$ cat src/rtl/bmw_op_sched.sv
// -----------------------------------------------------------------------------
// bmw_op_sched -- command scheduler in front of the BMW PIFO tree engines.
//
// Takes host push/pop commands one per handshake, and issues at most one tree
// operation at a time to the push or the pop engine, because both engines share
// the per-level SRAM banks. The block keeps its own occupancy count. It rejects
// a push when the tree is full and answers a pop on an empty tree directly, so
// neither case reaches an engine. Pop results come back from the pop engine
// after POP_LAT cycles; the block registers them and returns them to the host.
//
// Optional feature: define BMW_SCHED_STATS_EN to add saturating 32-bit
// counters for issued pushes, issued pops and rejections, with a clear input.
//
// Ports:
//   i_clk, i_arst      clock, asynchronous active-high reset
//   i_cmd_valid/op/data host command (op 0 = push, 1 = pop), o_cmd_ready
//   o_rsp_valid/data/empty  one-cycle pop response, data held between pulses
//   o_err_full         one-cycle pulse when a push is rejected (tree full)
//   o_push/o_push_data push strobe and value to the push engine, i_push_ready
//   o_pop, i_pop_ready, i_pop_data  pop strobe, engine idle, engine result
//   o_count            current occupancy
//   i_stat_clr, o_stat_push/pop/rej  (BMW_SCHED_STATS_EN only)
// -----------------------------------------------------------------------------
module bmw_op_sched #(
   parameter int PTW     = 16,
   parameter int MTW     = 0,
   parameter int CAP     = 21844,
   parameter int POP_LAT = 2,
   parameter int CNTW    = $clog2(CAP + 1)
) (
   input  logic                 i_clk,
   input  logic                 i_arst,
   input  logic                 i_cmd_valid,
   input  logic                 i_cmd_op,
   input  logic [MTW+PTW-1:0]   i_cmd_data,
   output logic                 o_cmd_ready,
   output logic                 o_rsp_valid,
   output logic [MTW+PTW-1:0]   o_rsp_data,
   output logic                 o_rsp_empty,
   output logic                 o_err_full,
   output logic                 o_push,
   output logic [MTW+PTW-1:0]   o_push_data,
   input  logic                 i_push_ready,
   output logic                 o_pop,
   input  logic                 i_pop_ready,
   input  logic [MTW+PTW-1:0]   i_pop_data,
   output logic [CNTW-1:0]      o_count
`ifdef BMW_SCHED_STATS_EN
   ,
   input  logic                 i_stat_clr,
   output logic [31:0]          o_stat_push,
   output logic [31:0]          o_stat_pop,
   output logic [31:0]          o_stat_rej
`endif
);

   localparam int              DW    = MTW + PTW;
   localparam logic [CNTW-1:0] CAP_C = CNTW'(CAP);
   localparam logic [3:0]      LAT_C = 4'(POP_LAT);

   typedef enum logic [1:0] {
      S_IDLE      = 2'd0,
      S_ISSUE     = 2'd1,
      S_WAIT_PUSH = 2'd2,
      S_WAIT_POP  = 2'd3
   } state_t;

   state_t            state_q, state_d;
   logic              op_q, op_d;              // 1 = operation in flight is a pop
   logic [3:0]        lat_q, lat_d;            // cycles left until pop data is captured
   logic [CNTW-1:0]   count_q, count_d;
   logic              push_q, push_d;
   logic [DW-1:0]     push_data_q, push_data_d;
   logic              pop_q, pop_d;
   logic              rsp_valid_q, rsp_valid_d;
   logic [DW-1:0]     rsp_data_q, rsp_data_d;
   logic              rsp_empty_q, rsp_empty_d;
   logic              err_full_q, err_full_d;
   logic              accept_s;

   assign o_cmd_ready = (state_q == S_IDLE) & i_push_ready & i_pop_ready;
   assign accept_s    = i_cmd_valid & o_cmd_ready;

   // Next-state and registered-output computation for the scheduler FSM
   always_comb begin
      state_d     = state_q;
      op_d        = op_q;
      lat_d       = lat_q;
      count_d     = count_q;
      push_d      = 1'b0;
      push_data_d = push_data_q;
      pop_d       = 1'b0;
      rsp_valid_d = 1'b0;
      rsp_data_d  = rsp_data_q;
      rsp_empty_d = 1'b0;
      err_full_d  = 1'b0;

      case (state_q)
         S_IDLE: begin
            if (accept_s) begin
               if (i_cmd_op == 1'b0) begin
                  if (count_q == CAP_C) begin
                     err_full_d = 1'b1;
                  end else begin
                     push_d      = 1'b1;
                     push_data_d = i_cmd_data;
                     count_d     = count_q + CNTW'(1);
                     op_d        = 1'b0;
                     state_d     = S_ISSUE;
                  end
               end else begin
                  if (count_q == {CNTW{1'b0}}) begin
                     rsp_valid_d = 1'b1;
                     rsp_empty_d = 1'b1;
                     rsp_data_d  = {DW{1'b1}};
                  end else begin
                     pop_d   = 1'b1;
                     count_d = count_q - CNTW'(1);
                     op_d    = 1'b1;
                     lat_d   = LAT_C;
                     state_d = S_ISSUE;
                  end
               end
            end else begin
               state_d = S_IDLE;
            end
         end

         S_ISSUE: begin
            if (op_q) begin
               state_d = S_WAIT_POP;
               // With POP_LAT=1 the result is already due at the end of the issue cycle.
               if (lat_q == 4'd1) begin
                  rsp_valid_d = 1'b1;
                  rsp_data_d  = i_pop_data;
                  lat_d       = 4'd0;
               end else if (lat_q != 4'd0) begin
                  lat_d = lat_q - 4'd1;
               end else begin
                  lat_d = lat_q;
               end
            end else begin
               state_d = S_WAIT_PUSH;
            end
         end

         S_WAIT_PUSH: begin
            if (i_push_ready) begin
               state_d = S_IDLE;
            end else begin
               state_d = S_WAIT_PUSH;
            end
         end

         S_WAIT_POP: begin
            if (lat_q == 4'd1) begin
               rsp_valid_d = 1'b1;
               rsp_data_d  = i_pop_data;
               lat_d       = 4'd0;
            end else if (lat_q != 4'd0) begin
               lat_d = lat_q - 4'd1;
            end else begin
               lat_d = lat_q;
            end
            // lat_q==0 here means the result has already been captured.
            if ((lat_q == 4'd0) && i_pop_ready) begin
               state_d = S_IDLE;
            end else begin
               state_d = S_WAIT_POP;
            end
         end

         default: begin
            state_d = S_IDLE;
         end
      endcase
   end

   // State and output registers
   always_ff @(posedge i_clk or posedge i_arst) begin
      if (i_arst) begin
         state_q     <= S_IDLE;
         op_q        <= 1'b0;
         lat_q       <= 4'd0;
         count_q     <= {CNTW{1'b0}};
         push_q      <= 1'b0;
         push_data_q <= {DW{1'b0}};
         pop_q       <= 1'b0;
         rsp_valid_q <= 1'b0;
         rsp_data_q  <= {DW{1'b1}};
         rsp_empty_q <= 1'b0;
         err_full_q  <= 1'b0;
      end else begin
         state_q     <= state_d;
         op_q        <= op_d;
         lat_q       <= lat_d;
         count_q     <= count_d;
         push_q      <= push_d;
         push_data_q <= push_data_d;
         pop_q       <= pop_d;
         rsp_valid_q <= rsp_valid_d;
         rsp_data_q  <= rsp_data_d;
         rsp_empty_q <= rsp_empty_d;
         err_full_q  <= err_full_d;
      end
   end

   assign o_push      = push_q;
   assign o_push_data = push_data_q;
   assign o_pop       = pop_q;
   assign o_rsp_valid = rsp_valid_q;
   assign o_rsp_data  = rsp_data_q;
   assign o_rsp_empty = rsp_empty_q;
   assign o_err_full  = err_full_q;
   assign o_count     = count_q;

`ifdef BMW_SCHED_STATS_EN
   function automatic logic [31:0] sat_inc(input logic [31:0] v, input logic inc);
      logic [31:0] r;
      if (inc && (v != 32'hFFFF_FFFF)) begin
         r = v + 32'd1;
      end else begin
         r = v;
      end
      return r;
   endfunction

   logic [31:0] stat_push_q, stat_push_d;
   logic [31:0] stat_pop_q, stat_pop_d;
   logic [31:0] stat_rej_q, stat_rej_d;

   // Statistics update: clear wins over a same-cycle increment
   always_comb begin
      stat_push_d = stat_push_q;
      stat_pop_d  = stat_pop_q;
      stat_rej_d  = stat_rej_q;
      if (i_stat_clr) begin
         stat_push_d = 32'd0;
         stat_pop_d  = 32'd0;
         stat_rej_d  = 32'd0;
      end else begin
         stat_push_d = sat_inc(stat_push_q, push_d);
         stat_pop_d  = sat_inc(stat_pop_q, pop_d);
         stat_rej_d  = sat_inc(stat_rej_q, err_full_d | (rsp_valid_d & rsp_empty_d));
      end
   end

   // Statistics registers
   always_ff @(posedge i_clk or posedge i_arst) begin
      if (i_arst) begin
         stat_push_q <= 32'd0;
         stat_pop_q  <= 32'd0;
         stat_rej_q  <= 32'd0;
      end else begin
         stat_push_q <= stat_push_d;
         stat_pop_q  <= stat_pop_d;
         stat_rej_q  <= stat_rej_d;
      end
   end

   assign o_stat_push = stat_push_q;
   assign o_stat_pop  = stat_pop_q;
   assign o_stat_rej  = stat_rej_q;
`endif

endmodule

$ cat config.mk
export PLATFORM = sky130hd
export DESIGN_NAME = bmw_op_sched
export DESIGN_NICKNAME = d
export VERILOG_FILES = /design/src/rtl/bmw_op_sched.sv
export SDC_FILE = /design/constraint.sdc
export NUM_CORES = 1
export LEC_CHECK = 0
export BUFFER_PORTS_ARGS = -buffer_cell sky130_fd_sc_hd__buf_4
export CAP_MARGIN = 40
export CORE_AREA = 2 2 82 84
export CTS_CLUSTER_SIZE = 30
export DETAILED_ROUTE_END_ITERATION = 7
export DIE_AREA = 0 0 84 86
export PLACE_DENSITY = 0.78
export SLEW_MARGIN = 30
export SYNTH_ARGS = -nofsm -noshare
export SYNTH_HDL_FRONTEND = slang
export SYNTH_SLANG_ARGS = --single-unit
$ cat constraint.sdc
create_clock -name i_clk -period 2.5 [get_ports i_clk]
set_input_delay 0.125 -clock i_clk [delete_from_list [all_inputs] [get_ports i_clk]]
set_output_delay 0.125 -clock i_clk [all_outputs]
set_load 0.02 [all_outputs]
==> flow_metrics.tcl <==
set metrics [dict create \
    ys_ff_latch 59 \
    grt_pass1_wl_um 12700 \
    h-tree-depth 3 \
    initial_core_util 0.514 \
    root_buffer "clkbuf_8" \
    antenna_found_initial 0 \
    fp.dieH_um 86 \
    cts-buffers-inserted 9 \
    synthesis.area_um2 3230 \
    syn-mean-instance-area_um2 11.2 \
    cts_buffer_depth 2 \
    core_region_area_um2 6280 \
    synth_cells 288 \
    worstPathRequired_ps 2700 \
    crit_type "flip-flop to flip-flop" \
    maxCapViolations 0 \
    post-route-period-util 0.937 \
    crit_path_end "o_count[14]" \
    cp-start-kind "flip-flop" \
    power_switching_mw 2.20 \
    finalHoldViolations 0 \
    nFillCells 502 \
    ys_warn_count 0 \
    rrSetupSlack_ps 160 \
    period_needed_ps 2340 \
    status "finished, final reports clean" \
    cp.arrival_ps 2540 \
    dp.cells 450 \
    ant_nets 0 \
    wl_per_cell_um 16.3 \
    drive_gt1_frac 0.435 \
    setup_ws_ps 158 \
    multi_input_area_um2 1620 \
    die_area_um2 7220 \
    reg2reg_from "o_count[0]" \
    rows 29 \
    diodes 0 \
    cts.clk_slew.worst_paths_ps 70 \
    drc 0 \
    ff_latch_area_um2 1500 \
    dp_hpwl_um 5520 \
    die_w_um 84 \
    clock_latency_ps 340 \
    area_delta_synth_final_pct 31.5 \
    power.leakage_nw 2.02 \
    fin_tns_setup_ps 0 \
    dp_slack_ps 137 \
    max_slew_margin 0.496 \
    rsz0062_at_grt "no" \
    viasPerCell 5.51 \
    slew_violations 0 \
    powerDensity_nw_per_um2 1310 \
    seq_power_share 0.324 \
    vias 2577 \
    drtIter0Drc 55 \
    switching_share 0.397 \
    grt_overflow 0 \
    routabilityCongestion 0.903 \
    stdcell_count 468 \
    yosysSeqAreaShare 0.464 \
    synth_nets 342 \
    track_usage 0.222 \
    r2r-end "o_count[14]" \
    post_cts_buffers 0 \
    vdd_drop_max_v 0.000754 \
    clock-sinks 59 \
    clkPwrFrac 0.185 \
    tightest_slew_ps 756 \
    drt_first_pass_iters 4 \
    pin_count 91 \
    clock.fmax_mhz 427 \
    finalSetupViolCount 0 \
    r2r_cells 7 \
    grt_start_max_net_pins 32 \
    fin_skew_ps 12.4 \
    hp-class "input pin to flip-flop" \
    cts_tree "built" \
    routed_wl_um 7650 \
    min-delay-start "i_cmd_data[15]" \
    combinationalPowerShare 0.492 \
    finalNetCount 440 \
    endpoint_kind "flip-flop" \
    grt_pass1_vias 2604 \
    cp_max_fo 6 \
    portBuffers 90 \
    internal_power_mw 3.34 \
    synth.distinct_cells 46 \
    startpoint "o_count[0]" \
]
[critical path, stage by stage, from the launching register on]
cell and delay (ps):
dfrtp_1 490, fa_1 490, a21oi_2 210, o2111ai_2 200, a21o_1 270, a21oi_1 190
mux2i_1 230, nand4_1 120
[area by class of cell]
cell class / instances / share of cell area
multi-input combinational: 203 / 0.382
sequential: 59 / 0.353
timing repair buffer: 97 / 0.173
clock buffer: 13 / 0.0398
tap: 77 / 0.0227
clock inverter: 3 / 0.0162
inverter: 16 / 0.0142
[cell usage in the layout, fill, tap and decap left out, types with 3 or more instances in the layout]
master    netlist  layout
a211oi_1        4       4
a21o_1          6       6
a21oi_1        13      12
and3_1          3       3
buf_4           0      95
clkbuf_8        0      12
dfrtp_1        43      43
dfstp_2        16      16
ha_1           15      15
inv_1          16      15
mux2_2         24      24
mux2_4          9       9
nand2_1        20      20
nand2b_1       19      19
nand3_1         7       7
nor2_1          8       8
nor3_1          8       8
o21ai_0        20      20
o21bai_1        3       3
xnor2_1         9       9
xor2_1          4       4
[worst min path at each step]
stage / endpoint / depth (start not counted) / slack, ps
after floorplan: state_q[1] / 1 / 220
after global placement: o_push_data[5] / 2 / 260
after detailed placement: o_push_data[12] / 2 / 260
after CTS: o_push_data[15] / 2 / 4
after global routing: o_push_data[7] / 2 / 3
final: o_push_data[15] / 2 / 20
[metal layers]
metal,share of wire,global-route usage,vias up
li1,-,-,1223
met1,0.41,0.272,1254
met2,0.51,0.377,92
met3,0.065,0.0558,8
met4,0.013,0.0909,0
met5,0,0,-
[sequential cells by signal, summed over array words and instances (netlist names), 2 cells and up]
signal       flops
lat_q            4
o_count         15
o_push_data     16
o_rsp_data      16
state_q          2
[cell usage after synthesis, drive strengths merged]
cell type | instances | area share
mux2 | 33 | 0.13
nand4bb | 1 | 0.0035
o2111ai | 1 | 0.0027
o21ai | 20 | 0.031
clkbuf | 1 | 0.0012
xor2 | 4 | 0.011
a211oi | 4 | 0.0093
a21o | 6 | 0.014
o211ai | 2 | 0.0089
o31a | 1 | 0.0027
dfstp | 16 | 0.13
a21oi | 14 | 0.023
and3 | 3 | 0.0058
nand2b | 19 | 0.037
xnor2 | 9 | 0.024
a31oi | 1 | 0.0019
nor2 | 8 | 0.0093
inv | 16 | 0.019
a2111oi | 1 | 0.0027
a41o | 2 | 0.0062
nand4 | 3 | 0.0078
a22oi | 1 | 0.0023
nor4 | 3 | 0.017
a221o | 1 | 0.0031
fa | 1 | 0.0062
ha | 15 | 0.058
o21bai | 3 | 0.0070
nand2 | 20 | 0.023
and4 | 1 | 0.0027
dfrtp | 43 | 0.33
o2bb2ai | 2 | 0.0054
mux2i | 2 | 0.0062
o31ai | 2 | 0.0047
buf | 9 | 0.018
nand3 | 8 | 0.014
nor3 | 9 | 0.016
and2 | 2 | 0.0039
a41oi | 1 | 0.0027
[repair_timing]
action,4_1_cts,5_1_grt
hold endpoints to repair,25,0
resized for setup,0,3
hold buffers,2,0
setup endpoints to repair,0,2
[cell families (layout without fill, tap and decap cells)]
logic type	after synthesis	in the layout	synth area share
adder cells (fa/ha/maj)	16	16	0.0644
multiplexers	35	35	0.132
flip-flops	59	59	0.464
buffers and inverters	26	129	0.0376
AND/OR/NAND/NOR	77	77	0.140
AO/OA/AOI/OAI	62	62	0.128
XOR/XNOR	13	13	0.0353
[stage by stage]
stage | instance area [µm²] | hold WS, ps | power [mW] | utilization
5_1_grt | 4240 | 3.26 | 5.89 | 0.676
3_5_place_dp | 3980 | 264 | 4.49 | 0.633
4_1_cts | 4230 | 4.30 | 5.56 | 0.674
2_1_floorplan | 3230 | 221 | 3.54 | -
6_report | 4240 | 16.0 | 5.54 | 0.676
3_3_place_gp | 3980 | 262 | 4.39 | 0.633
[power groups by stage]
stage	clock [mW]	sequential (mW)	combinational, mW
after global placement	0	1.77	2.62
after detailed placement	0	1.80	2.68
final	1.02	1.79	2.72
after global routing	1.09	1.85	2.95
after CTS	1.04	1.79	2.72
after floorplan	0	2.17	1.37
Power figures use the tool's default switching activity.
